$ cat src/rtl/uart_proto_pkg.sv
// Shared UART protocol definitions: ASCII constants, error codes and hex
// helpers. Used by the RX line parser and the TX challenge formatter.
package uart_proto_pkg;

    localparam logic [7:0] CHR_R     = 8'h52;
    localparam logic [7:0] CHR_E     = 8'h45;
    localparam logic [7:0] CHR_S     = 8'h53;
    localparam logic [7:0] CHR_P     = 8'h50;
    localparam logic [7:0] CHR_COLON = 8'h3A;
    localparam logic [7:0] CHR_LF    = 8'h0A;
    localparam logic [7:0] CHR_CR    = 8'h0D;
    localparam logic [7:0] CHR_Y     = 8'h59;
    localparam logic [7:0] CHR_N     = 8'h4E;

    localparam logic [2:0] ERR_NONE       = 3'd0;
    localparam logic [2:0] ERR_BAD_PREFIX = 3'd1;
    localparam logic [2:0] ERR_BAD_HEX    = 3'd2;
    localparam logic [2:0] ERR_BAD_EOL    = 3'd3;
    localparam logic [2:0] ERR_TIMEOUT    = 3'd4;

    // lower selects whether 'a'-'f' count as hex digits.
    function automatic logic is_hex(input logic [7:0] c, input logic lower);
        return (c >= 8'h30 && c <= 8'h39) ||
               (c >= 8'h41 && c <= 8'h46) ||
               (lower && c >= 8'h61 && c <= 8'h66);
    endfunction

    // Only meaningful when is_hex() is true for c.
    function automatic logic [3:0] hex_to_nibble(input logic [7:0] c);
        logic [7:0] v;
        if (c <= 8'h39)      v = c - 8'h30;
        else if (c <= 8'h46) v = c - 8'h37;
        else                 v = c - 8'h57;
        return v[3:0];
    endfunction

endpackage

$ cat src/rtl/resp_line_parser.sv
// resp_line_parser: RX-side line parser feeding the challenge-response auth FSM.
// Decodes "RESP:YYYY\n" into a 16-bit value, classifies malformed/late lines,
// and decodes single-character Y/N commands while idle.
// Ports:
//   clk, rst_n           clock, async active-low reset
//   rx_data, rx_valid    byte stream from uart_rx
//   arm                  pulse: expect a RESP line next
//   flush                pulse: abort silently to IDLE
//   resp_value/valid     parsed value (held) + 1-cycle pulse
//   resp_error/err_code  1-cycle error pulse + held error code
//   cmd_char/cmd_valid   'Y'/'N' (upper case, held) + 1-cycle pulse
//   busy                 parser not in IDLE
module resp_line_parser
    import uart_proto_pkg::*;
#(
    parameter logic [23:0] TIMEOUT_CYCLES   = 24'd12_000_000,
    parameter int          MAX_DISCARD      = 16,   // 1..31
    parameter bit          ACCEPT_LOWER_HEX = 1'b1
) (
    input  logic        clk,
    input  logic        rst_n,
    input  logic [7:0]  rx_data,
    input  logic        rx_valid,
    input  logic        arm,
    input  logic        flush,
    output logic [15:0] resp_value,
    output logic        resp_valid,
    output logic        resp_error,
    output logic [2:0]  err_code,
    output logic [7:0]  cmd_char,
    output logic        cmd_valid,
    output logic        busy
);

    typedef enum logic [2:0] {IDLE, PREFIX, HEX, EOL, DISCARD} state_t;

    localparam logic [4:0] DISC_LIM = 5'(MAX_DISCARD);

    state_t      state, state_n;
    logic [4:0]  cnt, cnt_n;        // prefix idx / digit idx / CR-seen flag / discard count
    logic [23:0] timer, timer_n;
    logic [15:0] acc, acc_n;
    logic [15:0] resp_value_n;
    logic [2:0]  err_code_n;
    logic [7:0]  cmd_char_n;
    logic        resp_valid_n, resp_error_n, cmd_valid_n;
    logic [7:0]  exp_chr;
    logic [7:0]  up_chr;

    always_comb begin
        case (cnt)
            5'd0:    exp_chr = CHR_R;
            5'd1:    exp_chr = CHR_E;
            5'd2:    exp_chr = CHR_S;
            5'd3:    exp_chr = CHR_P;
            default: exp_chr = CHR_COLON;
        endcase
    end

    // Clearing bit 5 upper-cases letters; only used where the byte is Y/y/N/n.
    assign up_chr = rx_data & 8'hDF;
    assign busy   = (state != IDLE);

    always_ff @(posedge clk or negedge rst_n) begin
        if (!rst_n) begin
            state      <= IDLE;
            cnt        <= '0;
            timer      <= '0;
            acc        <= '0;
            resp_value <= '0;
            resp_valid <= 1'b0;
            resp_error <= 1'b0;
            err_code   <= ERR_NONE;
            cmd_char   <= '0;
            cmd_valid  <= 1'b0;
        end else begin
            state      <= state_n;
            cnt        <= cnt_n;
            timer      <= timer_n;
            acc        <= acc_n;
            resp_value <= resp_value_n;
            resp_valid <= resp_valid_n;
            resp_error <= resp_error_n;
            err_code   <= err_code_n;
            cmd_char   <= cmd_char_n;
            cmd_valid  <= cmd_valid_n;
        end
    end

    always_comb begin
        state_n      = state;
        cnt_n        = cnt;
        acc_n        = acc;
        resp_value_n = resp_value;
        err_code_n   = err_code;
        cmd_char_n   = cmd_char;
        resp_valid_n = 1'b0;
        resp_error_n = 1'b0;
        cmd_valid_n  = 1'b0;
        // Timer only runs while a line is in progress and saturates at the limit.
        if (state == IDLE)                timer_n = '0;
        else if (timer != TIMEOUT_CYCLES) timer_n = timer + 24'd1;
        else                              timer_n = timer;

        if (flush) begin
            state_n = IDLE;
            cnt_n   = '0;
            timer_n = '0;
        end else if (arm) begin
            state_n = PREFIX;
            cnt_n   = '0;
            timer_n = '0;
            acc_n   = '0;
        end else if (rx_valid) begin
            timer_n = '0;
            case (state)
                IDLE: begin
                    if (up_chr == CHR_Y || up_chr == CHR_N) begin
                        cmd_char_n  = up_chr;
                        cmd_valid_n = 1'b1;
                    end
                end
                PREFIX: begin
                    if (rx_data != exp_chr) begin
                        resp_error_n = 1'b1;
                        err_code_n   = ERR_BAD_PREFIX;
                        state_n      = DISCARD;
                        cnt_n        = '0;
                    end else if (cnt == 5'd4) begin
                        state_n = HEX;
                        cnt_n   = '0;
                    end else begin
                        cnt_n = cnt + 5'd1;
                    end
                end
                HEX: begin
                    if (is_hex(rx_data, ACCEPT_LOWER_HEX)) begin
                        acc_n = {acc[11:0], hex_to_nibble(rx_data)};
                        if (cnt == 5'd3) begin
                            state_n = EOL;
                            cnt_n   = '0;
                        end else begin
                            cnt_n = cnt + 5'd1;
                        end
                    end else begin
                        resp_error_n = 1'b1;
                        err_code_n   = ERR_BAD_HEX;
                        state_n      = DISCARD;
                        cnt_n        = '0;
                    end
                end
                EOL: begin
                    if (rx_data == CHR_LF) begin
                        resp_value_n = acc;
                        resp_valid_n = 1'b1;
                        state_n      = IDLE;
                        cnt_n        = '0;
                    end else if (rx_data == CHR_CR && !cnt[0]) begin
                        cnt_n = 5'd1;   // one CR tolerated
                    end else begin
                        resp_error_n = 1'b1;
                        err_code_n   = ERR_BAD_EOL;
                        state_n      = DISCARD;
                        cnt_n        = '0;
                    end
                end
                DISCARD: begin
                    if (rx_data == CHR_LF || cnt + 5'd1 == DISC_LIM) begin
                        state_n = IDLE;
                        cnt_n   = '0;
                    end else begin
                        cnt_n = cnt + 5'd1;
                    end
                end
                default: begin
                    state_n = IDLE;
                    cnt_n   = '0;
                end
            endcase
        end else if (state != IDLE && timer == TIMEOUT_CYCLES) begin
            if (state != DISCARD) begin
                resp_error_n = 1'b1;
                err_code_n   = ERR_TIMEOUT;
            end
            state_n = IDLE;
            cnt_n   = '0;
        end
    end

endmodule

$ cat config.mk
export PLATFORM = sky130hd
export DESIGN_NAME = resp_line_parser
export DESIGN_NICKNAME = d
export VERILOG_FILES = /design/src/rtl/uart_proto_pkg.sv /design/src/rtl/resp_line_parser.sv
export SDC_FILE = /design/constraint.sdc
export NUM_CORES = 1
export LEC_CHECK = 0
export CAP_MARGIN = 15
export CELL_PAD_IN_SITES_DETAIL_PLACEMENT = 0
export CELL_PAD_IN_SITES_GLOBAL_PLACEMENT = 1
export CORE_ASPECT_RATIO = 0.8
export CORE_UTILIZATION = 53
export DETAILED_ROUTE_END_ITERATION = 10
export DONT_BUFFER_PORTS = 1
export HOLD_SLACK_MARGIN = 0.1
export PLACE_DENSITY_LB_ADDON = 0.1
export SLEW_MARGIN = 20
export SYNTH_ARGS = -nofsm -noshare
export SYNTH_HDL_FRONTEND = slang
export SYNTH_SLANG_ARGS = --single-unit
$ cat constraint.sdc
create_clock -name clk -period 3.7 [get_ports clk]
set_input_delay 0.74 -clock clk [delete_from_list [all_inputs] [get_ports clk]]
set_output_delay 0.74 -clock clk [all_outputs]
set_load 0.005 [all_outputs]
# [Word-level counts from Yosys, hierarchy flattened]
# Cells that the tools add are included.
[word_totals] register_bits=77 wordCells=140 in_bits=13
[op_classes] eq_ne=27 n_reduce_logical=26 n_mux=64 add_sub_neg=5 order_cmp=6 bitwise=2
[ops] cell="24-bit 2-to-1 mux" count=5
[ops] cell="16-bit 2-to-1 mux" count=4
[ops] cell="3-bit 2-to-1 mux" count=18
[ops] cell="5-bit 2-to-1 mux" count=9
[ops] cell="7-bit one-hot mux with 4 select lines" count=1
[ops] cell="5-bit one-hot mux with 5 select lines" count=1
[ops] cell="24-bit by 1-bit adder with 24-bit output (second input constant)" count=1
[ops] cell="24-bit equality test (second input constant)" count=1
[ops] cell="24-bit != test (second input constant)" count=1
[ops] cell="1-bit 2-to-1 mux" count=21
[ops] cell="6-bit != test (second input constant)" count=3
[ops] cell="8-bit by 4-bit equality test with 1-bit output (second input constant)" count=2
[ops] cell="8-bit by 7-bit >= comparator with 1-bit output (second input constant)" count=2
[ops] cell="8-bit by 7-bit less-or-equal comparator with 1-bit output (second input constant)" count=2
[ops] cell="3-bit != test (second input constant)" count=5
[ops] cell="3-bit one-hot mux with 5 select lines" count=1
[ops] cell="7-bit by 6-bit equality test with 1-bit output (second input constant)" count=2
[ops] cell="5-bit by 2-bit equality test with 1-bit output (second input constant)" count=2
[ops] cell="5-bit AND reduction" count=2
[ops] cell="2-bit nonzero test" count=5
[ops] cell="3-bit one-hot mux with 3 select lines" count=1
[ops] cell="9-bit AND reduction" count=1
[ops] cell="8-bit by 6-bit >= comparator with 1-bit output (second input constant)" count=1
[ops] cell="8-bit by 6-bit less-or-equal comparator with 1-bit output (second input constant)" count=1
[ops] cell="27 further kinds" count=38

# [Longest topological paths before layout]
# Gate-level depths: netlist of the first run.
[depth] word_depth=9 mapped_depth=10

# [Worst setup path after synthesis of the first run]
# No wires, ideal clock.
[synth_path] path_kind="input -> register" start="input rx_data[4]" end="register resp_value[0]" slack_ps=989 path_stages=6 required_time_ps=3575 arrival_ps=2586 n_path_buf=2 path_cell_list="clkbuf_1 -> nor4_1 -> or3b_1 -> nor3_2 -> buf_4 -> mux2_2"
[synth_via] elab_chain_cells=2
[synth_rtl] item="from (decl)" line="resp_line_parser.sv:22" rtl="input logic [7:0] rx_data,"
[synth_rtl] item="8-bit by 4-bit equality test with 1-bit output" line="resp_line_parser.sv:153" rtl="if (rx_data == CHR_LF) begin"
[synth_rtl] item="5-bit AND reduction (no line)"
[synth_rtl] item="to (signal assigned)" line="resp_line_parser.sv:81" rtl="resp_value <= resp_value_n;"
[synth_rtl] item="to (decl)" line="resp_line_parser.sv:26" rtl="output logic [15:0] resp_value,"
# Every way passes these cells.
# A chain may end at the register's enable or synchronous reset.

# [Final worst setup path of the first run]
[layout_path] start="register cnt[0]" end="register state[1]"
[layout_via] elab_chain_cells=8 word_cells_on_any_way=22 cone_classes="add/sub: 1; eq/ne: 10; mux: 6; reduce/logical: 5"
[layout_rtl] item="from (decl)" line="resp_line_parser.sv:40" rtl="logic [4:0] cnt, cnt_n;"
[layout_rtl] item="from (signal assigned)" line="resp_line_parser.sv:78" rtl="cnt <= cnt_n;"
[layout_rtl] item="5-bit by 2-bit equality test with 1-bit output (tied with other cells)" line="resp_line_parser.sv:51, resp_line_parser.sv:139"
[layout_rtl] item="7-bit one-hot mux with 4 select lines" line="resp_line_parser.sv:51" rtl="case (cnt)"
[layout_rtl] item="8-bit by 7-bit != test with 1-bit output" line="resp_line_parser.sv:124" rtl="if (rx_data != exp_chr) begin"
[layout_rtl] item="3-bit 2-to-1 mux" line="resp_line_parser.sv:124"
[layout_rtl] item="3-bit one-hot mux with 5 select lines" line="resp_line_parser.sv:116" rtl="case (state)"
[layout_rtl] item="3-bit 2-to-1 mux" line="resp_line_parser.sv:114" rtl="end else if (rx_valid) begin"
[layout_rtl] item="3-bit 2-to-1 mux" line="resp_line_parser.sv:109" rtl="end else if (arm) begin"
[layout_rtl] item="3-bit 2-to-1 mux" line="resp_line_parser.sv:105" rtl="if (flush) begin"
[layout_rtl] item="to (signal assigned)" line="resp_line_parser.sv:77" rtl="state <= state_n;"
[layout_rtl] item="to (decl)" line="resp_line_parser.sv:39" rtl="state_t state, state_n;"
# Several ways; a longest one is shown, not always the timed one.

==> results of run 1 <==
critical path: cells and delay by family, from the launching register on:
| kind | cells | cell delay [ns] |
|---|---|---|
| muxes | 2 | 0.46 |
| AOI/OAI and AO/OA | 3 | 1.04 |
| adders and majority gates | 1 | 0.27 |
| and+or+nand+nor | 1 | 0.33 |
| buffers and inverters | 1 | 0.10 |
| DFF | 1 | 0.49 |
cells in the mapped netlist (4+ instances only):
| cell type | number | area share [%] |
|---|---|---|
| nand3_1 | 19 | 2.3 |
| a22o_1 | 13 | 2.8 |
| nand3b_1 | 4 | 0.73 |
| or3_1 | 5 | 0.76 |
| o31ai_1 | 5 | 0.91 |
| nand2b_1 | 5 | 0.76 |
| o21ai_0 | 16 | 1.9 |
| clkbuf_1 | 14 | 1.3 |
| nand4_1 | 7 | 1.1 |
| nor2_1 | 38 | 3.5 |
| or2_2 | 7 | 1.1 |
| mux2i_1 | 5 | 1.2 |
| nor2b_1 | 8 | 1.2 |
| a31oi_1 | 4 | 0.61 |
| nand2_1 | 31 | 2.8 |
| ha_1 | 10 | 3.0 |
| xnor2_1 | 11 | 2.3 |
| nor3_1 | 12 | 1.5 |
| mux2_2 | 19 | 5.2 |
| nor4_1 | 6 | 0.91 |
| inv_1 | 13 | 1.2 |
| a21oi_1 | 10 | 1.2 |
| xor2_1 | 12 | 2.6 |
| dfrtp_1 | 77 | 47 |
per-layer routing:
layer  vias up  global-route usage [%]
met4         0                    8.26
li1       1457                       -
met2        78                    32.0
met5         -                       0
met3         6                    6.37
met1      1502                    34.8
sequential cells by signal, summed over array words and instances (netlist names):
| register | count |
|---|---|
| err_code | 3 |
| state | 3 |
| resp_value | 16 |
| cnt | 5 |
| resp_valid | 1 |
| timer | 24 |
| cmd_char | 7 |
| acc | 16 |
| cmd_valid | 1 |
| resp_error | 1 |
final timing paths:
path,start,end,slack [ns],cells past startpoint
min in group clk,rx_data[2],resp_valid,0.47,1
setup reg to reg,cnt[0],state[1],0.89,8
max in group asynchronous,rst_n,state[1],3.10,1
setup / recovery,cnt[0],state[1],0.89,8
hold / removal,rst_n,resp_value[11],0.29,1
hold reg to reg,cmd_char[6],cmd_char[6],0.50,1
through the flow:
step	utilization, %	hold slack, ns
2_1_floorplan	-	0.444
3_3_place_gp	55.8	0.446
3_5_place_dp	55.8	0.446
4_1_cts	59.0	0.286
5_1_grt	59.0	0.304
6_report	59.0	0.289
power by group through the flow:
stage / clock, mW / combinational [mW] / sequential, mW
after CTS: 0.708 / 0.0883 / 0.864
after global routing: 0.747 / 0.0991 / 0.866
after global placement: 0 / 0.0680 / 0.881
after floorplan: 0 / 0.0628 / 0.877
after detailed placement: 0 / 0.0677 / 0.881
final: 0.686 / 0.0870 / 0.865
layout make-up:
class                           count  area, µm²
Timing Repair Buffer                3       42.5
Clock inverter                      6       87.6
Tap cell                          105        131
Clock buffer                        9        124
Sequential cell                    77       1930
Multi-Input combinational cell    298       2040
Inverter                           13       48.8
Fill cell                         658       3060
placed cells by master (no fill, tap or decap), types with 4 or more instances in the layout:
master / instances
nor3_1: 12
clkbuf_8: 9
dfrtp_1: 77
a31oi_1: 4
o21ai_0: 16
or2_2: 7
ha_1: 10
xor2_1: 12
inv_1: 13
o31ai_1: 5
nor2b_1: 8
nand4_1: 7
nand3b_1: 4
or3_1: 5
mux2_2: 19
a22o_1: 13
mux2i_1: 5
a21oi_1: 10
nand2_1: 31
xnor2_1: 11
nor4_1: 6
nand2b_1: 5
nor2_1: 38
nand3_1: 19
timing repair:
action / 4_1_cts / 5_1_grt
endpoints found under the hold margin: 77 / 0
endpoints found under the setup margin: 0 / 0
hold buffers: 1 / 0
cells by family (layout without fill, tap and decap cells):
logic type | Yosys count | count (layout) | share of synthesized area [%]
flip-flops | 77 | 77 | 46.9
buffers and inverters | 33 | 31 | 3.38
adder cells (fa/ha/maj) | 10 | 10 | 3.05
XOR/XNOR | 23 | 23 | 4.90
AND/OR/NAND/NOR | 164 | 164 | 21.1
AO/OA/AOI/OAI | 74 | 74 | 13.6
other | 1 | 1 | 0.0913
multiplexers | 26 | 26 | 6.98
==> results by group, run 1 <==
Worst setup path
  – Critical path type: reg -> reg
  – CP max-delay cell: a2111oi_2
  – Setup crit start kind: register
  – Crit path largest cell delay: about 0.54 ns
  – Critical path arrival: 3.03 ns
  – Req. time, crit path: 3.93 ns
  – Worst setup EP type: register
  – Critical path fanouts, max: 9
  – CP Cell Sequence: inv_1, ha_1, nor3_1, mux2i_1, o31a_1, a2111oi_2, o22ai_2, mux2_1

Pwr
  – Switching fraction of total power: between 20% and 30%
  – Gate power share: approximately 5.3%
  – Maximum VDD drop: around 190 µV
  – Power, Total: between 1.5 and 2 mW
  – Cell Int Power: approximately 1.3 mW
  – Leakage power: 1.88 nW
  – PwrDens: ~370 nW/µm²
  – Clk pwr share: between 40% and 50%
  – Switching power: between 0.3 and 0.4 mW
  – Sequential share of power: a little over half

Detailed routing
  – Routed wire per std cell: roughly 17 µm
  – DR iter-0 viols: 156
  – Antenna Nets Post-Route: 0
  – Met2 Routed Length: between 3 and 4 mm
  – Routed wire length: 8.85 mm
  – Top Metal Used: met4
  – Routed met1 length: between 4 and 5 mm
  – Drt pass-1 iters: 6
  – DR WL met3: 524 µm
  – # DRC: 0
  – Vias: 3043
  – Vias per inst: ~6

Cells and area
  – Synthesis-to-layout area growth: 7.19%
  – Antenna Cells: 0
  – Nets: about 430
  – Ratio of cells with drive above 1 in the final layout: 13.5%
  – Final std cells w/o fill: about 510
  – Design area: 4400 µm²

CTS
  – CTS H-tree depth: 3
  – Clock Path Buffers: 2
  – Num CTS Buffers: 9
  – Worst skew pair latency: 0.34 ns
  – Resize count post-CTS: 0
  – Clk slew on worst S/H paths: around 0.08 ns
  – CTS tree: done
  – Setup bufs post-CTS: 0
  – Clk sink count: between 70 and 80
  – CTS root buf: clkbuf_8

Synth
  – Synthesized Nets: between 400 and 500
  – Netlist Area Pre-Place: approximately 4000 µm²
  – Post-synth ARST share: between 90% and 100%
  – Synth Instances: approximately 410
  – Netlist cell types: 63
  – Synth warn: 0
  – Number of synthesized flops with an enable pin: 0
  – Register area share after synthesis: between 40% and 50%
  – Synthesis-stage register bit count: between 70 and 80
  – Primary FF master, synth: dfrtp_1
  – Syn_area_per_cell: a little over 10 µm²

Placed design
  – Place WS: around 0.7 ns
  – Post-placement cell area: around 4200 µm²
  – RePlAce Congestion: just over 0.8
  – IO Port Bufs: 0
  – Placed cell count: 495
  – Hpwl dp: roughly 6 mm

Die
  – Rows: 28
  – Die Width: about 100 µm
  – Initial core utilization: ~55%
  – Die area: roughly 8000 µm²
  – Core ar.: 7460 µm²
  – Die H: between 80 and 90 µm
  – I/O pins: 44

STA
  – RSZ-0062 raised after global routing: no
  – Hold Fails Final Rpt: 0
  – Highest clock rate: about 360 MHz
  – Max Slew Vio Count: 0
  – Final period util: 75.8%
  – Worst Slack Setup Final: between 0.8 and 0.9 ns
  – Fin Setup TNS: 0 ns
  – Skew final: ~0.010 ns
  – Worst slew pin tran: roughly 0.65 ns
  – Max_slew headroom: between 50% and 60%
  – Minimum clock period: between 2 and 3 ns
  – Final Setup Violations: 0

Global route
  – First-pass GRT wire length: ~14 mm
  – Initial antenna violation count: 0
  – Vias in the first global route: 2744
  – Largest net degree at the start of global routing: 78
  – All-Layer GR Usage: 23.2%
  – Grt ovf: 0

Min path
  – Type of the worst min-delay path: in -> async

Flow run
  – Max_cap viols: 0

Status
  – Outcome: complete, no violations
No activity file was read; power rests on OpenSTA's default activity.
==> inputs of run 2 (changes only) <==
--- a/config.mk
+++ b/config.mk
@@ -9,7 +9,7 @@
 export CELL_PAD_IN_SITES_DETAIL_PLACEMENT = 0
 export CELL_PAD_IN_SITES_GLOBAL_PLACEMENT = 1
 export CORE_ASPECT_RATIO = 0.8
-export CORE_UTILIZATION = 53
+export CORE_UTILIZATION = 45
 export DETAILED_ROUTE_END_ITERATION = 10
 export DONT_BUFFER_PORTS = 1
 export HOLD_SLACK_MARGIN = 0.1
==> constraint.sdc (replaced) <==
create_clock -name clk -period 2.45 [get_ports clk]
set_input_delay 0.49 -clock clk [delete_from_list [all_inputs] [get_ports clk]]
set_output_delay 0.49 -clock clk [all_outputs]
set_load 0.005 [all_outputs]
==> run 2 against run 1 <==
  * Critical endpoint is now err_code[1]
  * Via count rose by 6.4%
  * Clock skew down 0.0038 ns
  * Critical path type unchanged
  * Final cell count is 12% higher
  * Setup slack lost 0.98 ns
  * Critical path depth up 1
  * Clock power is 120% higher
  * Highest routed layer unchanged
  * The run now ends with negative setup slack left
==> results by group, run 2 (synthesized netlist as in run 1, its figures left out) <==
Status
  – Outcome: finished with violations (was complete, no violations)
  – Violated checks: negative setup slack

CTS
  – Clk sink count: 77 (unchanged)
  – CTS tree: done (unchanged)
  – CTS root buf: clkbuf_16 (was clkbuf_8)
  – Clock Path Buffers: 2 (unchanged)
  – Worst skew pair latency: 0.33 ns (was 0.34 ns)
  – Clk slew on worst S/H paths: 0.06 ns (was 0.08 ns)
  – CTS H-tree depth: 3 (unchanged)
  – Num CTS Buffers: 9 (unchanged)

STA
  – Worst slew pin tran: 0.531 ns (was 0.652 ns)
  – Worst Slack Setup Final: -0.0880 ns (was 0.894 ns)
  – Skew final: 0.00628 ns (was 0.0101 ns)
  – Final period util: 104% (was 75.8%)
  – Highest clock rate: 394 MHz (was 356 MHz)
  – Hold Fails Final Rpt: 0 (unchanged)
  – Minimum clock period: 2.54 ns (was 2.81 ns)
  – WHS: 0.239 ns (was 0.289 ns)
  – Max Slew Vio Count: 0 (unchanged)
  – Max_slew headroom: 64.3% (was 56.2%)
  – Final Setup Violations: 5 (was 0)
  – RSZ-0062 raised after global routing: yes (was no)

Cells and area
  – Synthesis-to-layout area growth: 24.9% (was 7.19%)
  – Biggest regs: timer (24), acc (16), resp_value (16) (unchanged)
  – Antenna Cells: 0 (unchanged)
  – Commonest non-fill, non-tap cells in the layout: dfrtp_1 (75), buf_4 (52), nor2_1 (36) (was dfrtp_1 (77), nor2_1 (38), nand2_1 (31))
  – FILL cells: 744 (was 658)
  – Reg with most FFs: timer (unchanged)
  – Design area: 5130 µm² (was 4400 µm²)
  – Ratio of cells with drive above 1 in the final layout: 28.2% (was 13.5%)
  – Most common cell after layout, fill and taps aside: dfrtp_1 (unchanged)
  – Largest register FFs: 24 (unchanged)
  – Nets: 479 (was 425)

Min path
  – Type of the worst min-delay path: in -> reg (was in -> async)
  – Hold path start: rx_data[2]

Pwr
  – Maximum VDD drop: 479 µV (was 188 µV)
  – Switching fraction of total power: 21.2% (was 23.0%)
  – Gate power share: 5.4% (was 5.3%)
  – Sequential share of power: 43.7% (was 52.8%)
  – Clk pwr share: 50.9% (was 41.9%)
  – Switching power: 0.635 mW (was 0.376 mW)
  – Cell Int Power: 2.36 mW (was 1.26 mW)
  – PwrDens: 583 nW/µm² (was 372 nW/µm²)
  – Leakage power: 2.23 nW (was 1.88 nW)

Worst setup path
  – Req. time, crit path: 2.66 ns (was 3.93 ns)
  – Critical path arrival: 2.75 ns (was 3.03 ns)
  – Worst setup path endpoint: err_code[1] (was state[1])
  – Crit path largest cell delay: 0.45 ns (was 0.54 ns)
  – Critical path origin: cnt[0] (unchanged)
  – Critical path type: reg -> reg (unchanged)
  – Worst setup EP type: register (unchanged)
  – Setup crit start kind: register (unchanged)
  – Critical path fanouts, max: 5 (was 9)
  – CP max-delay cell: dfrtp_2 (was a2111oi_2)
  – R2R Setup Slk: -0.09 ns (was 0.89 ns)
  – Capturing point of the worst reg2reg path: err_code[1] (was state[1])
  – FF-to-FF Start: cnt[0] (unchanged)
  – CP Cell Sequence: ha_2, or2_1, a21oi_2, o31ai_4, buf_4, a2111oi_4, o211ai_2, o2111ai_2, mux2_4 (was inv_1, ha_1, nor3_1, mux2i_1, o31a_1, a2111oi_2, o22ai_2, mux2_1)
  – R2R depth: 9 (was 8)

Detailed routing
  – Routed met1 length: 5.20 mm (was 4.48 mm)
  – Vias: 3239 (was 3043)
  – DR iter-0 viols: 304 (was 156)
  – Met2 Routed Length: 4.16 mm (was 3.75 mm)
  – Antenna Nets Post-Route: 0 (unchanged)
  – Drt pass-1 iters: 5 (was 6)
  – # DRC: 0 (unchanged)
  – Vias per inst: 5.65 (was 5.95)
  – DR WL met3: 562 µm (was 524 µm)
  – Top Metal Used: met4 (unchanged)
  – Routed wire length: 10.0 mm (was 8.85 mm)
  – Routed wire per std cell: 17.5 µm (was 17.3 µm)

Die
  – Die Width: 109 µm (was 100 µm)
  – Die H: 87.5 µm (was 80.7 µm)
  – Rows: 30 (was 28)
  – I/O pins: 44 (unchanged)
  – Die area: 9520 µm² (was 8110 µm²)
  – Core ar.: 8670 µm² (was 7460 µm²)
  – Initial core utilization: 47.4% (was 55.0%)

Placed design
  – IO Port Bufs: 0 (unchanged)
  – Hpwl dp: 7.07 mm (was 6.14 mm)
  – Post-placement cell area: 4540 µm² (was 4160 µm²)
  – RePlAce Congestion: 0.937 (was 0.825)

Global route
  – First-pass GRT wire length: 16.4 mm (was 14.4 mm)
  – Grt ovf: 0 (unchanged)
  – Largest net degree at the start of global routing: 78 (unchanged)
  – All-Layer GR Usage: 22.7% (was 23.2%)
  – Initial antenna violation count: 0 (unchanged)
  – Vias in the first global route: 3162 (was 2744)

Flow run
  – Max_cap viols: 0 (unchanged)
-- run 2: worst min path at each step --
stage | end | slack, ns | cells after the start
2_1_floorplan | acc[0] | 0.19 | 0
3_3_place_gp | resp_value[13] | 0.20 | 0
3_5_place_dp | resp_value[13] | 0.20 | 0
4_1_cts | resp_valid | 0.23 | 1
5_1_grt | cmd_char[2] | 0.23 | 1
6_report | resp_valid | 0.24 | 1
-- run 2: stage by stage --
stage / utilization [%] / total power [mW] / instances / setup WS [ns] / TNS [ns]
after global placement: 52.4 / 1.45 / 547 / -0.249 / -3.96
after global routing: 59.2 / 3.10 / 573 / -0.170 / -1.27
after detailed placement: 52.4 / 1.45 / 547 / -0.334 / -6.27
after CTS: 58.3 / 3.02 / 569 / -0.0471 / -0.0860
after floorplan: - / 1.42 / 408 / -0.00762 / -0.00762
final: 59.2 / 2.99 / 573 / -0.0880 / -0.208
-- run 2: cell type report --
class / count / area, µm² / share of cell area (%)
Multi-Input combinational cell: 298 / 2200 / 42.9
Sequential cell: 77 / 1930 / 37.6
Timing Repair Buffer: 57 / 470 / 9.17
Clock buffer: 11 / 233 / 4.53
Tap cell: 112 / 140 / 2.73
Clock inverter: 5 / 108 / 2.10
Inverter: 13 / 48.8 / 0.951
-- run 2: layer usage --
layer	vias to the layer above	global-route usage (%)
met2	91	31.4
met4	0	6.76
met1	1566	34.5
met5	-	0
li1	1571	-
met3	11	5.68
-- run 2: worst max-delay path: cells and delay by family (launching register included) --
kind                     cells  cell delay [ns]
flip-flops                   1             0.45
AO/OA/AOI/OAI                5             0.95
AND/OR/NAND/NOR              1             0.27
adder cells (fa/ha/maj)      1             0.27
buffers and inverters        1             0.14
multiplexers                 1             0.32
-- run 2: power by group through the flow --
stage                     registers [mW]  logic, mW  clock network (mW)
after floorplan                     1.32     0.0951                   0
after global placement              1.33      0.122                   0
after detailed placement            1.33      0.123                   0
after CTS                           1.31      0.160                1.56
after global routing                1.31      0.180                1.61
final                               1.31      0.161                1.52
-- run 2: timing repair --
| item | CTS | global route |
|---|---|---|
| setup endpoints to repair | 26 | 32 |
| endpoints found under the hold margin | 77 | 0 |
| resized for setup | 24 | 14 |
| pin swaps | 11 | 6 |
| hold buffers | 2 | 0 |
| setup buffers | 4 | 4 |
